===== src/rtl/fac_pkg.sv =====
// Shared definitions for the factorial calculator and its bus master:
// register map offsets, data width and the master sequencer state encoding.
package fac_pkg;

  localparam int DATA_W = 64;

  // Register offsets relative to the calculator base address
  localparam logic [15:0] OFF_OPSTART  = 16'h0000;
  localparam logic [15:0] OFF_OPCLEAR  = 16'h0008;
  localparam logic [15:0] OFF_OPDONE   = 16'h0010;
  localparam logic [15:0] OFF_INTREN   = 16'h0018;
  localparam logic [15:0] OFF_OPERAND  = 16'h0020;
  localparam logic [15:0] OFF_RESULT_H = 16'h0028;
  localparam logic [15:0] OFF_RESULT_L = 16'h0030;

  typedef enum logic [3:0] {
    S_INIT,
    S_IDLE,
    S_W_OPND,
    S_W_CLR1,
    S_W_CLR0,
    S_W_START,
    S_WAIT_INT,
    S_R_H,
    S_R_L,
    S_W_CLR_DONE,
    S_OUT
  } fac_state_t;

endpackage


===== src/rtl/fac_master_bus_access.sv =====
// Single-access bus engine. A start pulse loads address/direction/data into
// the registered bus outputs and raises m_req; the access completes on the
// edge where m_req & m_grant. A new start on the completing edge chains the
// next access without a gap. Without grant every bus output is frozen.
module bus_access
  import fac_pkg::*;
(
  input  logic              clk,
  input  logic              reset_n,
  input  logic              start,
  input  logic              acc_wr,
  input  logic [15:0]       acc_addr,
  input  logic [DATA_W-1:0] acc_data,
  output logic              done,
  output logic [DATA_W-1:0] rd_data,
  output logic              m_req,
  output logic              m_wr,
  output logic [15:0]       m_addr,
  output logic [DATA_W-1:0] m_dout,
  input  logic              m_grant,
  input  logic [DATA_W-1:0] m_din
);

  // Completion is visible to the sequencer in the same cycle so it can
  // capture read data and issue the follow-on access on the same edge.
  assign done    = m_req & m_grant;
  assign rd_data = m_din;

  // Load a new access on start, release the bus when an access finishes alone
  always_ff @(posedge clk or negedge reset_n) begin
    if (!reset_n) begin
      m_req  <= 1'b0;
      m_wr   <= 1'b0;
      m_addr <= '0;
      m_dout <= '0;
    end else if (start) begin
      m_req  <= 1'b1;
      m_wr   <= acc_wr;
      m_addr <= acc_addr;
      m_dout <= acc_data;
    end else if (done) begin
      m_req  <= 1'b0;
    end
  end

endmodule


===== src/rtl/fac_master.sv =====
// Factorial command sequencer: accepts an operand, programs the calculator
// over the master bus, waits for its interrupt, reads both result words and
// hands them out together with the measured calculation latency.
module fac_master
  import fac_pkg::*;
#(
  parameter logic [15:0] BASE  = 16'h7000,
  parameter int          CNT_W = 32
) (
  input  logic              clk,
  input  logic              reset_n,
  input  logic              cmd_valid,
  input  logic [63:0]       cmd_operand,
  output logic              cmd_ready,
  output logic              res_valid,
  output logic [63:0]       res_h,
  output logic [63:0]       res_l,
  output logic [CNT_W-1:0]  res_cycles,
  input  logic              res_ready,
  output logic              m_req,
  output logic              m_wr,
  output logic [15:0]       m_addr,
  output logic [63:0]       m_dout,
  input  logic              m_grant,
  input  logic [63:0]       m_din,
  input  logic              interrupt
);

  localparam logic [CNT_W-1:0] CNT_MAX = '1;
  localparam logic [CNT_W-1:0] CNT_ONE = {{(CNT_W-1){1'b0}}, 1'b1};

  fac_state_t         state_reg;
  logic               clr_phase_reg;
  logic               int_prev_reg;
  logic [CNT_W-1:0]   cnt_reg;
  logic [CNT_W-1:0]   cnt_next;
  logic               int_rise;

  logic               acc_start;
  logic               acc_wr;
  logic [15:0]        acc_addr;
  logic [DATA_W-1:0]  acc_data;
  logic               acc_done;
  logic [DATA_W-1:0]  acc_rd_data;

  // Edge detector tracks the pin every cycle so a level already high on
  // entry to WAIT_INT is not mistaken for a fresh completion.
  assign int_rise = interrupt & ~int_prev_reg;
  assign cnt_next = (cnt_reg == CNT_MAX) ? cnt_reg : cnt_reg + CNT_ONE;

  bus_access u_bus (
    .clk      (clk),
    .reset_n  (reset_n),
    .start    (acc_start),
    .acc_wr   (acc_wr),
    .acc_addr (acc_addr),
    .acc_data (acc_data),
    .done     (acc_done),
    .rd_data  (acc_rd_data),
    .m_req    (m_req),
    .m_wr     (m_wr),
    .m_addr   (m_addr),
    .m_dout   (m_dout),
    .m_grant  (m_grant),
    .m_din    (m_din)
  );

  // Choose the next bus access, issued on the edge the previous one completes
  always_comb begin
    acc_start = 1'b0;
    acc_wr    = 1'b1;
    acc_addr  = BASE;
    acc_data  = '0;
    unique case (state_reg)
      S_INIT: begin
        if (!m_req) begin
          acc_start = 1'b1;
          acc_addr  = BASE + OFF_INTREN;
          acc_data  = 64'd1;
        end
      end
      S_IDLE: begin
        if (cmd_valid && cmd_ready) begin
          acc_start = 1'b1;
          acc_addr  = BASE + OFF_OPERAND;
          acc_data  = cmd_operand;
        end
      end
      S_W_OPND: begin
        if (acc_done) begin
          acc_start = 1'b1;
          acc_addr  = BASE + OFF_OPCLEAR;
          acc_data  = 64'd1;
        end
      end
      S_W_CLR1: begin
        if (acc_done) begin
          acc_start = 1'b1;
          acc_addr  = BASE + OFF_OPCLEAR;
          acc_data  = 64'd0;
        end
      end
      S_W_CLR0: begin
        if (acc_done) begin
          acc_start = 1'b1;
          acc_addr  = BASE + OFF_OPSTART;
          acc_data  = 64'd1;
        end
      end
      S_WAIT_INT: begin
        if (int_rise) begin
          acc_start = 1'b1;
          acc_wr    = 1'b0;
          acc_addr  = BASE + OFF_RESULT_H;
        end
      end
      S_R_H: begin
        if (acc_done) begin
          acc_start = 1'b1;
          acc_wr    = 1'b0;
          acc_addr  = BASE + OFF_RESULT_L;
        end
      end
      S_R_L: begin
        if (acc_done) begin
          acc_start = 1'b1;
          acc_addr  = BASE + OFF_OPCLEAR;
          acc_data  = 64'd1;
        end
      end
      S_W_CLR_DONE: begin
        if (acc_done && !clr_phase_reg) begin
          acc_start = 1'b1;
          acc_addr  = BASE + OFF_OPCLEAR;
          acc_data  = 64'd0;
        end
      end
      default: begin
        acc_start = 1'b0;
      end
    endcase
  end

  // Sequencer state, latency counter and registered command/result outputs
  always_ff @(posedge clk or negedge reset_n) begin
    if (!reset_n) begin
      state_reg     <= S_INIT;
      clr_phase_reg <= 1'b0;
      int_prev_reg  <= 1'b0;
      cnt_reg       <= '0;
      cmd_ready     <= 1'b0;
      res_valid     <= 1'b0;
      res_h         <= '0;
      res_l         <= '0;
      res_cycles    <= '0;
    end else begin
      int_prev_reg <= interrupt;
      unique case (state_reg)
        S_INIT: begin
          if (acc_done) begin
            state_reg <= S_IDLE;
            cmd_ready <= 1'b1;
          end
        end
        S_IDLE: begin
          if (cmd_valid && cmd_ready) begin
            state_reg <= S_W_OPND;
            cmd_ready <= 1'b0;
          end
        end
        S_W_OPND:  if (acc_done) state_reg <= S_W_CLR1;
        S_W_CLR1:  if (acc_done) state_reg <= S_W_CLR0;
        S_W_CLR0:  if (acc_done) state_reg <= S_W_START;
        S_W_START: begin
          if (acc_done) begin
            state_reg <= S_WAIT_INT;
            cnt_reg   <= '0;
          end
        end
        S_WAIT_INT: begin
          cnt_reg <= cnt_next;
          if (int_rise) begin
            res_cycles <= cnt_next;
            state_reg  <= S_R_H;
          end
        end
        S_R_H: begin
          if (acc_done) begin
            res_h     <= acc_rd_data;
            state_reg <= S_R_L;
          end
        end
        S_R_L: begin
          if (acc_done) begin
            res_l         <= acc_rd_data;
            clr_phase_reg <= 1'b0;
            state_reg     <= S_W_CLR_DONE;
          end
        end
        S_W_CLR_DONE: begin
          if (acc_done) begin
            if (!clr_phase_reg) begin
              clr_phase_reg <= 1'b1;
            end else begin
              state_reg <= S_OUT;
              res_valid <= 1'b1;
            end
          end
        end
        S_OUT: begin
          if (res_ready) begin
            res_valid <= 1'b0;
            cmd_ready <= 1'b1;
            state_reg <= S_IDLE;
          end
        end
        default: begin
          state_reg <= S_INIT;
        end
      endcase
    end
  end

endmodule


===== config.mk =====
export PLATFORM = sky130hd
export DESIGN_NAME = fac_master
export DESIGN_NICKNAME = d
export VERILOG_FILES = /design/src/rtl/fac_pkg.sv /design/src/rtl/fac_master_bus_access.sv /design/src/rtl/fac_master.sv
export SDC_FILE = /design/constraint.sdc
export NUM_CORES = 1
export LEC_CHECK = 0
export BUFFER_PORTS_ARGS = -buffer_cell sky130_fd_sc_hd__buf_2
export CORE_ASPECT_RATIO = 0.6
export CORE_UTILIZATION = 25
export CTS_CLUSTER_SIZE = 40
export DETAILED_ROUTE_END_ITERATION = 7
export GPL_TIMING_DRIVEN = 1
export PLACE_DENSITY_LB_ADDON = 0.08
export SLEW_MARGIN = 30
export SYNTH_ARGS = -nofsm -noshare
export SYNTH_HDL_FRONTEND = slang
export SYNTH_SLANG_ARGS = --single-unit

===== constraint.sdc =====
create_clock -name clk -period 6.3 [get_ports clk]
set_clock_uncertainty 0.2 [all_clocks]
set_input_delay 0.63 -clock clk [delete_from_list [all_inputs] [get_ports clk]]
set_output_delay 0.63 -clock clk [all_outputs]
set_load 0.01 [all_outputs]

== After elaboration in Yosys (flattened, before gate mapping) ==
Index checks and enable logic that the tools add are counted.

* Multiplexer cells: 47
* Bitwise logic cells: 3
* Eq/ne operators: 23
* Add/sub/neg operators: 1
* Reductions and logical operators: 20
* Magnitude comparators: 0
* Shift-type cells: 0
* Divide/modulo/power cells: 0
* $mul: 0

{| class="wikitable"
|+ Operator list
! cell !! count
|-
| case mux 64 bit (3 select lines) || 1
|-
| 2-to-1 mux 32 bit || 2
|-
| 2-to-1 mux 64 bit || 1
|-
| case mux 32 bit (2 select lines) || 1
|-
| 2-to-1 mux 4 bit || 14
|-
| case mux 4 bit (11 select lines) || 1
|-
| case mux 6 bit (6 select lines) || 1
|-
| adder 32 x 1 -> 32 bit (second input constant) || 1
|-
| == test 32 bit (second input constant) || 1
|-
| inequality test 2 bit (second input constant) || 12
|-
| 2-to-1 mux 6 bit || 3
|-
| 2-to-1 mux 1 bit || 17
|-
| == test 4 x 3 -> 1 bit (second input constant) || 4
|-
| == test 4 bit (second input constant) || 3
|-
| AND reduction 12 bit || 1
|-
| == test 4 x 2 -> 1 bit (second input constant) || 2
|-
| AND reduction 2 bit || 4
|-
| AND reduction 4 bit || 2
|-
| nonzero test 2 bit || 4
|-
| case mux 1 bit (2 select lines) || 3
|-
| OR reduction 3 bit || 2
|-
| 2-to-1 mux 5 bit || 1
|-
| case mux 1 bit (5 select lines) || 1
|-
| OR reduction 5 bit || 1
|-
| 9 further kinds || 11
|}

* Logic and storage cells: 107
* Latch bits: 0
* Bits in registers: 282
* Memory bits (read-only): 0
* Bits of input ports: 134
* Memories: 0
* Memory bits (writable): 0

== Logic depth before layout (Yosys ltp) ==
Gate-level depths: netlist of run 1.

* Depth after elaboration: 5
* Gate-level depth with buffers: 10

== Hierarchy ==
Synthesis of run 1 repeated with hierarchy kept, for this count alone.

* Cells, all modules: 1054
* Area, all modules: 13201.4 um2

{| class="wikitable"
|+ Modules (own cells, without submodules)
! module !! sequential area each (um2) !! instances !! area each (um2) !! cells an instance
|-
| fac_master || 5004.8 || 1 || 9271.4 || 815
|-
| bus_access || 2052.0 || 1 || 3930.0 || 239
|}

== Least setup slack after synthesis of run 1 ==
Ideal clock, no wire load.

* Path kind: reg2reg
* From: reg cnt_reg[0]
* To: reg cnt_reg[14]
* Slack: 3.868 ns
* Cell stages (with the launch flop): 9
* Data arrival time: 2.108 ns
* Period minus slack after synthesis: 2.432 ns
* Setup time: 0.124 ns
* Path buffers: 1
* Path through: dfrtp_1 -> ha_1 -> nand3_1 -> nor4_1 -> and3_1 -> buf_6 -> or4_4 -> and3_1 -> a211o_1

* Longest elaborated chain between the ends: 3
* Elaborated cells between the ends (all ways): 4
* Classes of those cells: add/sub (1); eq/ne (1); mux (2)

{| class="wikitable"
|+ Ends and longest elaborated chain
! what !! RTL line !! source
|-
| from (decl) || fac_master.sv:35 || <nowiki>logic [CNT_W-1:0] cnt_reg;</nowiki>
|-
| from (signal assigned) || fac_master.sv:181 || <nowiki>cnt_reg <= cnt_next;</nowiki>
|-
| adder 32 x 1 -> 32 bit or == test 32 bit (tied branches) || fac_master.sv:49 || <nowiki>assign cnt_next = (cnt_reg == CNT_MAX) ? cnt_reg : cnt_reg + CNT_ONE;</nowiki>
|-
| 2-to-1 mux 32 bit (*) || fac_master.sv:49 ||
|-
| case mux 32 bit (2 select lines) (*) || fac_master.sv:158 || <nowiki>unique case (state_reg)</nowiki>
|}

Mark *: on every way between the ends. The rest lies on a longest branch, timed or not.
A chain may end at the register's enable or synchronous reset.

== Worst setup path after layout of run 1 ==
* From: reg cnt_reg[0]
* To: reg cnt_reg[7]

The elaborated chain is that of the path after synthesis.

==> out/qor.log, run 1 <==
[status] run status finished, final reports clean
[global_routing] total grt overflow 0
[min_path] Min-Delay Startpoint cmd_operand[62]
[logic_synthesis] leading register cell type out of synthesis dfrtp_1
[die] Starting Density 25.7%
[sta] count of final setup violators 0
[sta] unrepaired setup endpoints after global routing false
[detailed_routing] wire length per cell after detailed routing 18.6 um
[clocking] number of buffers added to fix hold violations after cts 2
[clocking] TritonCTS clock tree built
[global_routing] vias in the first global route 8,282
[critical_path] critical-path cell list ha_1 -> nand3_1 -> nor4_1 -> nand3_1 -> nand4_1 -> a21oi_1 -> o21ai_0
[detailed_routing] Pre-Repair DR Iteration Count 4
[final_layout] number of cells in the finished layout apart from fillers 1,848
[place] buffers added on ports 367
[detailed_routing] WL met2 14.9 mm
[sta] Total Negative Setup Slacks 0 ps
[logic_synthesis] Post-synth EDFFs 0
[global_routing] gr usage total 14.7%
[detailed_routing] highest signal layer in the routed design met5
[logic_synthesis] Post-Synthesis Cell Area 11,300 sq um
[clocking] number of clock sinks seen by CTS 270
[flow_run] # Max-Cap Violations 0
[clocking] cell at the root of the clock tree clkbuf_16
[clocking] CTS Buf Count 29
[place] Post-DP HPWL 23.6 mm
[detailed_routing] drt initial violations 428
[logic_synthesis] per-instance average area after synthesis 12.4 sq um
[logic_synthesis] sequential-to-total area share from yosys stat 60.0%
[place] placed cells 1,795
[detailed_routing] DRT met1 WL 16.4 mm
[detailed_routing] average vias per placed instance 4.53
[clocking] clock latency at the later pin of the worst-skew pair 570 ps
[detailed_routing] via count of the routed design 8,368
[clocking] CTS clock-pin slew for the worst setup and hold paths 70 ps
[global_routing] largest net degree at the start of global routing 128
[die] full die area 45,900 sq um
[logic_synthesis] Synth cell types 56
[place] placement-stage cell area 13,600 sq um
[die] height of the die 166 um
[final_layout] post-route cell area 14,600 sq um
[critical_path] most used cell, CP nand3_1
[sta] max-slew violation count 0
[power_and_ir_drop] static leakage 7.45 nW
[global_routing] wire length of the first global-routing pass 53.2 mm
[final_layout] Finished Core Util 33.3%
[critical_path] CP required 6580 ps
[detailed_routing] number of DRC violations after detailed routing 0
[clocking] maximum clock path buffer count 3
[power_and_ir_drop] power per unit of standard cell area 429 nW/um^2
[sta] FMAX 291 MHz
[critical_path] Setup crit end kind register
[logic_synthesis] #FFs+latches synth 270
[die] Std-Cell Core Area 43,800 sq um
[detailed_routing] met3 wire len 2.32 mm
[critical_path] crit path max fanout 21
[clocking] post-CTS setup repair buffer count 0
[clocking] number of gates resized after cts 0
[critical_path] startpoint of the most critical setup path cnt_reg[0]
[place] placer congestion estimate 0.785
[final_layout] share of cells above drive strength 1 44.6%
[sta] Fin. Hold Viols 0
[die] total number of placement rows 59
[sta] post-layout minimum cycle time 3440 ps
[final_layout] Layout Nets 1,384
[die] Top Ports 378
[logic_synthesis] synth warn 0
[power_and_ir_drop] Power Total 6.26 mW
[sta] share of the cycle needed by the critical path after routing 54.6%
[critical_path] worst reg2reg path startpoint cnt_reg[0]
[critical_path] cell family with the largest share of critical-path delay simple AND/OR/NAND/NOR gates
[detailed_routing] drt total wl 34.4 mm
[global_routing] number of antenna violations at the first check in global routing 4
[min_path] type of the worst min-delay path primary input to register
[power_and_ir_drop] maximum ir drop on the vdd rail 0.179 mV
[critical_path] delay of the slowest critical-path stage 820 ps
[final_layout] Synth-to-Final Area Change 29.6%
[detailed_routing] number of routed nets with antenna violations 0
[critical_path] crit start category register
[sta] Slew @ Worst Pin 919 ps
[critical_path] crit path buf inv count 0
[sta] Rel. slew slack 38.6%
[logic_synthesis] Synth async-reset ratio 100%
[critical_path] worst endpoint data arrival time 3730 ps
[die] Die Span X 276 um
[critical_path] worst-path cell with the longest stage delay nand3_1
[final_layout] registers with the highest flip-flop counts res_h: 64 flops, res_l: 64 flops, u_bus.m_dout: 64 flops
[clocking] number of H-tree levels 1
[critical_path] type of the setup path with the least slack register to register
[logic_synthesis] cell count after synthesis 908
synth_stat cells, drive strengths merged (2+ instances only):
library cell	count	share of area, %
dfrtp	270	60
mux2	130	13
a22o	68	5.3
nand2	67	2.2
o21ai	66	2.9
buf	47	2.4
clkbuf	30	1.0
nand3	25	1.1
a21oi	23	1.0
nor2	20	0.69
xnor2	18	1.4
and3	14	0.82
a31oi	13	0.72
nor3	13	0.58
nand2b	11	0.61
xor2	11	0.86
inv	10	0.33
or3	10	0.56
nand4	9	0.50
a21o	5	0.33
and4	5	0.39
nor2b	4	0.22
nor4	4	0.33
o31ai	4	0.27
nand4b	3	0.23
a211o	2	0.16
a211oi	2	0.13
a221oi	2	0.16
and2	2	0.11
o22a	2	0.16
metrics by stage:
step | hold WS, ps | worst slack [ps]
global route | 48.1 | 2530
detailed placement | 268 | 2960
global placement | 263 | 2990
CTS | 40.6 | 2930
finish | 80.9 | 2860
floorplan | 134 | 3870
cell type report:
type | count | area [sq um]
Multi-Input combinational cell | 560 | 4180
Sequential cell | 270 | 6760
Timing Repair Buffer | 378 | 1950
Fill cell | 4515 | 29200
Clock inverter | 14 | 158
Inverter | 10 | 37.5
Antenna cell | 1 | 2.50
Tap cell | 579 | 724
Clock buffer | 36 | 792
where the power goes:
part           switching [mW]  total [mW]  internal, mW
clock network           0.741        1.75          1.01
registers               0.358        2.62          2.26
logic                    1.05        1.89         0.837
total                    2.15        6.26          4.11
worst paths after layout:
| check | end | slack (ps) | depth (start not counted) |
|---|---|---|---|
| worst max register to register | cnt_reg[7] | 2860 | 7 |
| max in group asynchronous | res_l[37] | 4300 | 3 |
| worst max-delay path | cnt_reg[7] | 2860 | 7 |
| min in group asynchronous | res_cycles[8] | 440 | 2 |
| worst min register to register | res_cycles[12] | 280 | 2 |
| worst min-delay path | u_bus.m_dout[62] | 80 | 2 |
layout by cell type, fill, tap and decap left out, types with 9 or more instances in the layout:
cell and count:
nand3_1 25, buf_2 366, conb_1 10, mux2_2 129, nor3_1 12, clkbuf_16 29, xnor2_1 18, nand4_1 9
nor2_1 18, nand2b_1 11, inv_1 10, a22o_1 68, nand2_1 67, or3_1 9, dfrtp_1 270, xor2_1 11
and3_1 12, o21ai_0 47, a21oi_1 23, a31oi_1 13, o21ai_1 18
layer usage:
layer / GRT usage, % / vias up
met4: 3.21 / 6
li1: - / 3924
met2: 21.7 / 250
met1: 21.1 / 4139
met5: 0 / -
met3: 4.41 / 49
cells by family after synthesis:
group | after synthesis | share of synthesized area, %
compound gates | 197 | 12.0
simple gates | 192 | 8.82
other cells | 1 | 0.0333
buf+inv | 87 | 3.74
xor+xnor | 29 | 2.25
fa+ha+maj | 1 | 0.111
flops | 270 | 60.0
mux | 131 | 13.1
worst reg2reg max path, delay by kind of cell (launching register included):
family	cells	cell delay (ps)
adder cells (fa/ha/maj)	1	260
AND/OR/NAND/NOR	4	2180
AO/OA/AOI/OAI	2	290
flip-flops	1	430
(Power assumes the default switching activity.)
==> run 2, diff against run 1 <==
Clock period 6.3 ns to 3.3 ns, I/O delays scaled along.
==> run 2 against run 1 <==
Sequential share of layout area shrank 4.1 points. Setup slack lost 2400 ps. Sequential cell count is the same. Combinational power grew 100%. Clock power grew 91%. Core utilization grew 3.3 points. Register-to-register slack lost 2400 ps. Via count grew 6.6%. Clock-buffer cell count grew 1. Non-clock buffer count grew 144. Global-route usage grew 0.62 points. Largest cell class unchanged.
==> out/qor.log, run 2 (synthesized netlist as in run 1, its figures left out) <==
[global_routing] number of antenna violations at the first check in global routing 0 [-4]
[final_layout] post-route cell area 16,000 sq um [+9.8%]
[final_layout] registers with the highest flip-flop counts res_h: 64 flops, res_l: 64 flops, u_bus.m_dout: 64 flops
[sta] post-layout minimum cycle time 2820 ps [-625 ps]
[place] placement-stage cell area 13,700 sq um [+0.94%]
[place] Post-DP HPWL 23.9 mm [+1.4%]
[detailed_routing] number of routed nets with antenna violations 0 [unchanged]
[clocking] number of clock sinks seen by CTS 270 [unchanged]
[final_layout] Diodes inserted 0 [-1]
[power_and_ir_drop] power per unit of standard cell area 759 nW/um^2 [+77%]
[sta] WHS 105 ps [+24.5 ps]
[die] Top Ports 378 [unchanged]
[clocking] clock latency at the later pin of the worst-skew pair 560 ps [about the same]
[power_and_ir_drop] combinational power share 31.5% [+1.3 points]
[sta] FMAX 355 MHz [+22%]
[clocking] CTS Buf Count 29 [unchanged]
[sta] max-slew violation count 0 [unchanged]
[final_layout] number of fillers in the final layout 4,391 [-2.7%]
[power_and_ir_drop] Clk pwr share 27.6% [-0.4 points]
[final_layout] Layout Nets 1,528 [+10%]
[die] full die area 45,900 sq um [unchanged]
[power_and_ir_drop] static leakage 8.07 nW [+8.3%]
[global_routing] wire length of the first global-routing pass 55.6 mm [+4.4%]
[status] run status finished, final reports clean
[clocking] cell at the root of the clock tree clkbuf_16
[place] buffers added on ports 367 [unchanged]
[detailed_routing] drt initial violations 389 [-9.1%]
[final_layout] Synth-to-Final Area Change 42.3%
[die] Starting Density 25.7% [unchanged]
[detailed_routing] average vias per placed instance 4.48 [-1.0%]
[critical_path] Register-to-Register Path Depth 7 [unchanged]
[critical_path] Setup crit end kind register
[die] Std-Cell Core Area 43,800 sq um [unchanged]
[sta] count of final setup violators 0 [unchanged]
[power_and_ir_drop] internal power 8.01 mW [+95%]
[final_layout] share of cells above drive strength 1 40.8% [-3.8 points]
[place] placer congestion estimate 0.768 [-2.3%]
[detailed_routing] via count of the routed design 8,924 [+6.6%]
[sta] Rel. slew slack 49.7% [+11 points]
[critical_path] type of the setup path with the least slack register to register
[sta] share of the cycle needed by the critical path after routing 85.4% [+31 points]
[sta] unrepaired setup endpoints after global routing false
[global_routing] gr usage total 15.3% [+0.62 points]
[final_layout] FF/Latch Area 6760 sq um [unchanged]
[global_routing] largest net degree at the start of global routing 73 [-43%]
[power_and_ir_drop] Power Total 12.2 mW [+94%]
[critical_path] worst endpoint data arrival time 3040 ps [-690 ps]
[detailed_routing] number of DRC violations after detailed routing 0 [unchanged]
[flow_run] # Max-Cap Violations 0 [unchanged]
[clocking] CTS clock-pin slew for the worst setup and hold paths 70 ps [about the same]
[sta] Fin. Hold Viols 0 [unchanged]
[global_routing] vias in the first global route 8,966 [+8.3%]
[final_layout] most common cell after layout, fill and taps aside buf_2
[clocking] TritonCTS clock tree built
[critical_path] crit path max fanout 8 [-62%]
[final_layout] leading cell types in the layout, fill and taps excluded 366 x buf_2, 270 x dfrtp_1, 134 x dlygate4sd3_1, 129 x mux2_2, 68 x a22o_1
[sta] Slew @ Worst Pin 755 ps [-164 ps]
[power_and_ir_drop] maximum ir drop on the vdd rail 0.361 mV [+100%]
[power_and_ir_drop] net switching component of the power 4.16 mW [+93%]
[sta] Total Negative Setup Slacks 0 ps [unchanged]
[min_path] type of the worst min-delay path primary input to asynchronous set/reset pin
[global_routing] total grt overflow 0 [unchanged]
[power_and_ir_drop] sw frac 34.2% [-0.24 points]
[critical_path] crit start category register
[die] height of the die 166 um [unchanged]
[clocking] number of H-tree levels 1 [unchanged]
[power_and_ir_drop] register share of total power 40.9% [-0.9 points]
[critical_path] CP required 3530 ps [-3050 ps]
[final_layout] area occupied by multi-input gates 4150 sq um [-0.66%]
[die] Die Span X 276 um [unchanged]
[die] total number of placement rows 59 [unchanged]
[detailed_routing] drt total wl 35.3 mm [+2.6%]
[detailed_routing] wire length per cell after detailed routing 17.7 um [-4.8%]
[clocking] maximum clock path buffer count 3 [unchanged]
[detailed_routing] Pre-Repair DR Iteration Count 4 [unchanged]
[clocking] number of gates resized after cts 0 [unchanged]
==> run 2: changes by cell type in the layout (fill, tap and decap cells not counted), sizes merged <==
cell	delta
buf	+12
clkinvlp	+1
clkbuf	+1
clkinv	-2
dlygate4sd3	+132
diode	-1
==> run 2: cell type report <==
class                      instances  area share (%)
clock buffer                      37            5.02
sequential                       270            42.1
tap                              579            4.52
clock inverter                    13           0.967
multi-input combinational        560            25.9
timing repair buffer             522            21.3
inverter                          10           0.234
==> run 2: layer usage <==
layer  track usage [%]  vias up  routed length [um]
met5                 0        -                   0
met4              3.13        0                 710
met3              3.97       47                2080
met2              22.6      253               15300
met1              22.5     4387               17200
li1                  -     4237                   -
==> run 2: through the flow <==
stage / worst slack [ps] / cells / util (%)
6_report: 483 / 1991 / 36.6
5_1_grt: 206 / 1991 / 36.6
4_1_cts: 484 / 1991 / 36.6
3_3_place_gp: 629 / 1807 / 31.3
2_1_floorplan: 868 / 917 / -
3_5_place_dp: 509 / 1807 / 31.3
==> run 2: critical path: stages, from the launching register on <==
cell     delay, ps
dfrtp_1        430
ha_1           250
nand3_1        260
nor4_1         620
and3_1         460
or3_1          240
xor2_1         160
o21ai_1         70
==> run 2: final timing paths <==
path                       slack [ps]           start              to
min in group clk                  260       interrupt    int_prev_reg
min reg2reg                       280  res_cycles[20]  res_cycles[20]
min                               110         reset_n  res_cycles[11]
max                               480      cnt_reg[0]  res_cycles[17]
max in group asynchronous        2000         reset_n       res_l[31]
max reg2reg                       480      cnt_reg[0]  res_cycles[17]
==> run 2: timing repair <==
item | 4_1_cts | 5_1_grt
hold buffers | 134 | 0
hold endpoints to repair | 426 | 0
setup buffers | 0 | 0
==> run 2: power by group through the flow <==
stage               sequential, mW  combinational, mW  clock [mW]
finish                        4.98               3.84        3.35
global route                  5.14               4.19        3.64
CTS                           4.99               3.90        3.51
detailed placement            5.03               3.76           0
global placement              5.03               3.77           0
floorplan                     5.34               1.66           0
==> run 3, diff against run 2 <==
Settings changed: SYNTH_HIERARCHICAL set to 1.
==> run 3 against run 2 <==
Area after synthesis up 17%. Synthesized cell count up 16%. Die area up 17%. Cell count up 12%. Cell area up 11%. Largest power group unchanged. Via count up 6.9%. Critical path depth up 1. Fmax up 2.6%. Worst hold slack worse by 18 ps. Non-clock buffer count up 20.
==> out/qor.log, run 3 <==
[power_and_ir_drop] static leakage 8.70 nW [+7.8%]
[min_path] Min-Delay Startpoint cmd_valid
[clocking] number of H-tree levels 1 [unchanged]
[final_layout] share of cells above drive strength 1 44.6% [+3.8 points]
[global_routing] gr usage total 14.3% [-1.1 points]
[global_routing] wire length of the first global-routing pass 60.7 mm [+9.2%]
[die] height of the die 180 um [+8.1%]
[power_and_ir_drop] power per unit of standard cell area 747 nW/um^2 [-1.5%]
[critical_path] crit start category primary input
[logic_synthesis] leading register cell type out of synthesis dfrtp_1
[clocking] number of clock sinks seen by CTS 282 [+4.4%]
[place] placer congestion estimate 0.783 [+2.0%]
[detailed_routing] average vias per placed instance 4.29 [-4.3%]
[clocking] CTS Buf Count 31 [+6.9%]
[sta] post-layout minimum cycle time 2750 ps [-71.6 ps]
[critical_path] Register-to-Register Path Depth 6 [-1]
[final_layout] leading cell types in the layout, fill and taps excluded 376 x buf_2, 282 x dfrtp_1, 132 x dlygate4sd3_1, 130 x mux2_2, 79 x mux2_4
[global_routing] number of antenna violations at the first check in global routing 0 [unchanged]
[clocking] CTS clock-pin slew for the worst setup and hold paths 60 ps [about the same]
[logic_synthesis] top cell type's share of synthesized area 53.5% [-6.5 points]
[detailed_routing] number of routed nets with antenna violations 0 [unchanged]
[final_layout] Layout Nets 1,649 [+7.9%]
[power_and_ir_drop] net switching component of the power 4.63 mW [+11%]
[logic_synthesis] per-instance average area after synthesis 12.5 sq um [+0.94%]
[clocking] maximum clock path buffer count 3 [unchanged]
[detailed_routing] Pre-Repair DR Iteration Count 4 [unchanged]
[power_and_ir_drop] internal power 8.71 mW [+8.7%]
[critical_path] worst-path cell with the longest stage delay o311ai_0
[detailed_routing] wire length per cell after detailed routing 17.4 um [-1.8%]
[sta] Fin. Hold Viols 0 [unchanged]
[flow_run] # Max-Cap Violations 0 [unchanged]
[sta] unrepaired setup endpoints after global routing false
[logic_synthesis] cell type with the largest total area after synthesis dfrtp_1
[critical_path] type of the setup path with the least slack primary input to register
[sta] share of the cycle needed by the critical path after routing 83.2% [-2.2 points]
[logic_synthesis] Post-synth EDFFs 0 [unchanged]
[die] full die area 53,800 sq um [+17%]
[sta] WHS 87.9 ps [-17.6 ps]
[power_and_ir_drop] Clk pwr share 25.6% [-2.0 points]
[logic_synthesis] Synth cell types 57 [+1.8%]
[final_layout] Synth-to-Final Area Change 35.3%
[detailed_routing] number of DRC violations after detailed routing 0 [unchanged]
[critical_path] minimum setup slack among reg-to-reg paths 560 ps [+80 ps]
[sta] max-slew violation count 0 [unchanged]
[clocking] post-CTS setup repair buffer count 0 [unchanged]
[clocking] number of gates resized after cts 0 [unchanged]
[logic_synthesis] Post-Synthesis Cell Area 13,200 sq um [+17%]
[power_and_ir_drop] sw frac 34.7% [+0.56 points]
[critical_path] worst endpoint data arrival time 3000 ps [-40 ps]
[sta] Rel. slew slack 50.2% [+0.52 points]
[critical_path] startpoint of the most critical setup path m_grant
[critical_path] worst reg2reg path startpoint u_bus/m_req
[place] Post-DP HPWL 27.1 mm [+13%]
[global_routing] total grt overflow 0 [unchanged]
[min_path] type of the worst min-delay path primary input to register
[critical_path] destination of the critical timing path u_bus/m_dout[54]
[global_routing] largest net degree at the start of global routing 67 [-8.2%]
[die] Die Span X 299 um [+8.2%]
[final_layout] most common cell after layout, fill and taps aside buf_2
[critical_path] critical-path cell list dlygate4sd3_1 -> buf_2 -> and2_1 -> inv_1 -> o311ai_0 -> or3_4 -> buf_12 -> mux2_4
[critical_path] delay of the slowest critical-path stage 530 ps [-90 ps]
[logic_synthesis] Synth async-reset ratio 100% [unchanged]
[logic_synthesis] sequential-to-total area share from yosys stat 53.5% [-6.5 points]
[power_and_ir_drop] register share of total power 37.7% [-3.2 points]
[sta] FMAX 364 MHz [+2.6%]
[logic_synthesis] top area cells in the synthesized netlist dfrtp_1 53%, mux2_2 11%, mux2_4 9.0%
[power_and_ir_drop] maximum ir drop on the vdd rail 0.447 mV [+24%]
[logic_synthesis] #FFs+latches synth 282 [+4.4%]
[global_routing] vias in the first global route 9,928 [+11%]
[logic_synthesis] synth warn 6 [+6]
[logic_synthesis] cell count after synthesis 1,054 [+16%]
[detailed_routing] via count of the routed design 9,540 [+6.9%]
[detailed_routing] drt initial violations 358 [-8.0%]
[critical_path] Setup crit end kind register
[clocking] clock latency at the later pin of the worst-skew pair 580 ps [+20 ps]
[critical_path] CP required 3560 ps [+30 ps]
[clocking] TritonCTS clock tree built
[sta] count of final setup violators 0 [unchanged]
[place] buffers added on ports 377 [+2.7%]
[detailed_routing] drt total wl 38.6 mm [+9.6%]
[status] run status finished, final reports clean
[logic_synthesis] most numerous cell types in the synthesized netlist 282 x dfrtp_1, 130 x mux2_2, 79 x mux2_4
[logic_synthesis] most frequent cell after synthesis dfrtp_1
[final_layout] Diodes inserted 0 [unchanged]
[die] Starting Density 25.6% [-0.096 points]
[critical_path] crit path max fanout 26 [+18]
[sta] Total Negative Setup Slacks 0 ps [unchanged]
[die] Top Ports 378 [unchanged]
[sta] Slew @ Worst Pin 745 ps [-9.67 ps]
[clocking] cell at the root of the clock tree clkbuf_16
[critical_path] Worst R2R End u_bus/m_dout[54]
[power_and_ir_drop] combinational power share 36.7% [+5.2 points]
[die] Std-Cell Core Area 51,600 sq um [+18%]
[final_layout] registers with the highest flip-flop counts res_h: 64 flops, res_l: 64 flops, u_bus/m_dout: 64 flops
[die] total number of placement rows 64 [+8.5%]
[clocking] number of buffers added to fix hold violations after cts 132 [-1.5%]
## run 3: cells by family after synthesis
| group | count (synthesis) | synth area share, % |
|---|---|---|
| AND/OR/NAND/NOR | 253 | 10.4 |
| buffers and inverters | 140 | 7.13 |
| other | 2 | 0.0569 |
| flip-flops | 282 | 53.5 |
| multiplexers | 210 | 20.1 |
| AO/OA/AOI/OAI | 146 | 7.35 |
| XOR/XNOR | 20 | 1.33 |
| adder cells (fa/ha/maj) | 1 | 0.0948 |
## run 3: metal layers
metal	vias to the layer above	global-route usage (%)	wire [um]
met1	4671	20.2	18400
met3	47	3.48	2290
met2	247	21.7	17000
li1	4575	-	-
met4	0	3.51	937
met5	-	0	0
## run 3: final cells by class
type / instances / area (sq um)
Clock buffer: 41 / 873
Clock inverter: 8 / 93.8
Fill cell: 5226 / 33700
Inverter: 14 / 52.6
Multi-Input combinational cell: 643 / 5290
Sequential cell: 282 / 7060
Tap cell: 693 / 867
Timing Repair Buffer: 542 / 3630
## run 3: metrics by stage
step / area (sq um) / setup WS (ps) / instances / power (mW) / utilization, %
CTS: 17900 / 525 / 2223 / 13.6 / 34.6
global placement: 15600 / 583 / 2042 / 9.94 / 30.2
global route: 17900 / 368 / 2223 / 14.2 / 34.6
finish: 17900 / 554 / 2223 / 13.3 / 34.6
detailed placement: 15600 / 459 / 2042 / 9.94 / 30.2
floorplan: 13200 / 726 / 1065 / 8.16 / -
## run 3: worst min-delay path by stage
stage	end	slack, ps	depth (start not counted)
after floorplan	clr_phase_reg	-170	0
after global placement	res_cycles[9]	160	1
after detailed placement	u_bus/m_addr[12]	170	1
after CTS	cmd_ready	50	5
after global routing	cmd_ready	120	5
final	cmd_ready	90	5
## run 3: critical path, delay by kind of cell
family                 cells  cell delay [ps]
AND/OR/NAND/NOR            2              790
AO/OA/AOI/OAI              1              530
buffers and inverters      4              990
multiplexers               1              320
## run 3: power by group through the flow
stage	Sequential [mW]	Clock, mW	Combinational, mW
final	5.03	3.42	4.90
after global routing	5.18	3.72	5.35
after global placement	5.07	0	4.87
after detailed placement	5.08	0	4.85
after CTS	5.04	3.58	4.99
after floorplan	5.43	0	2.73
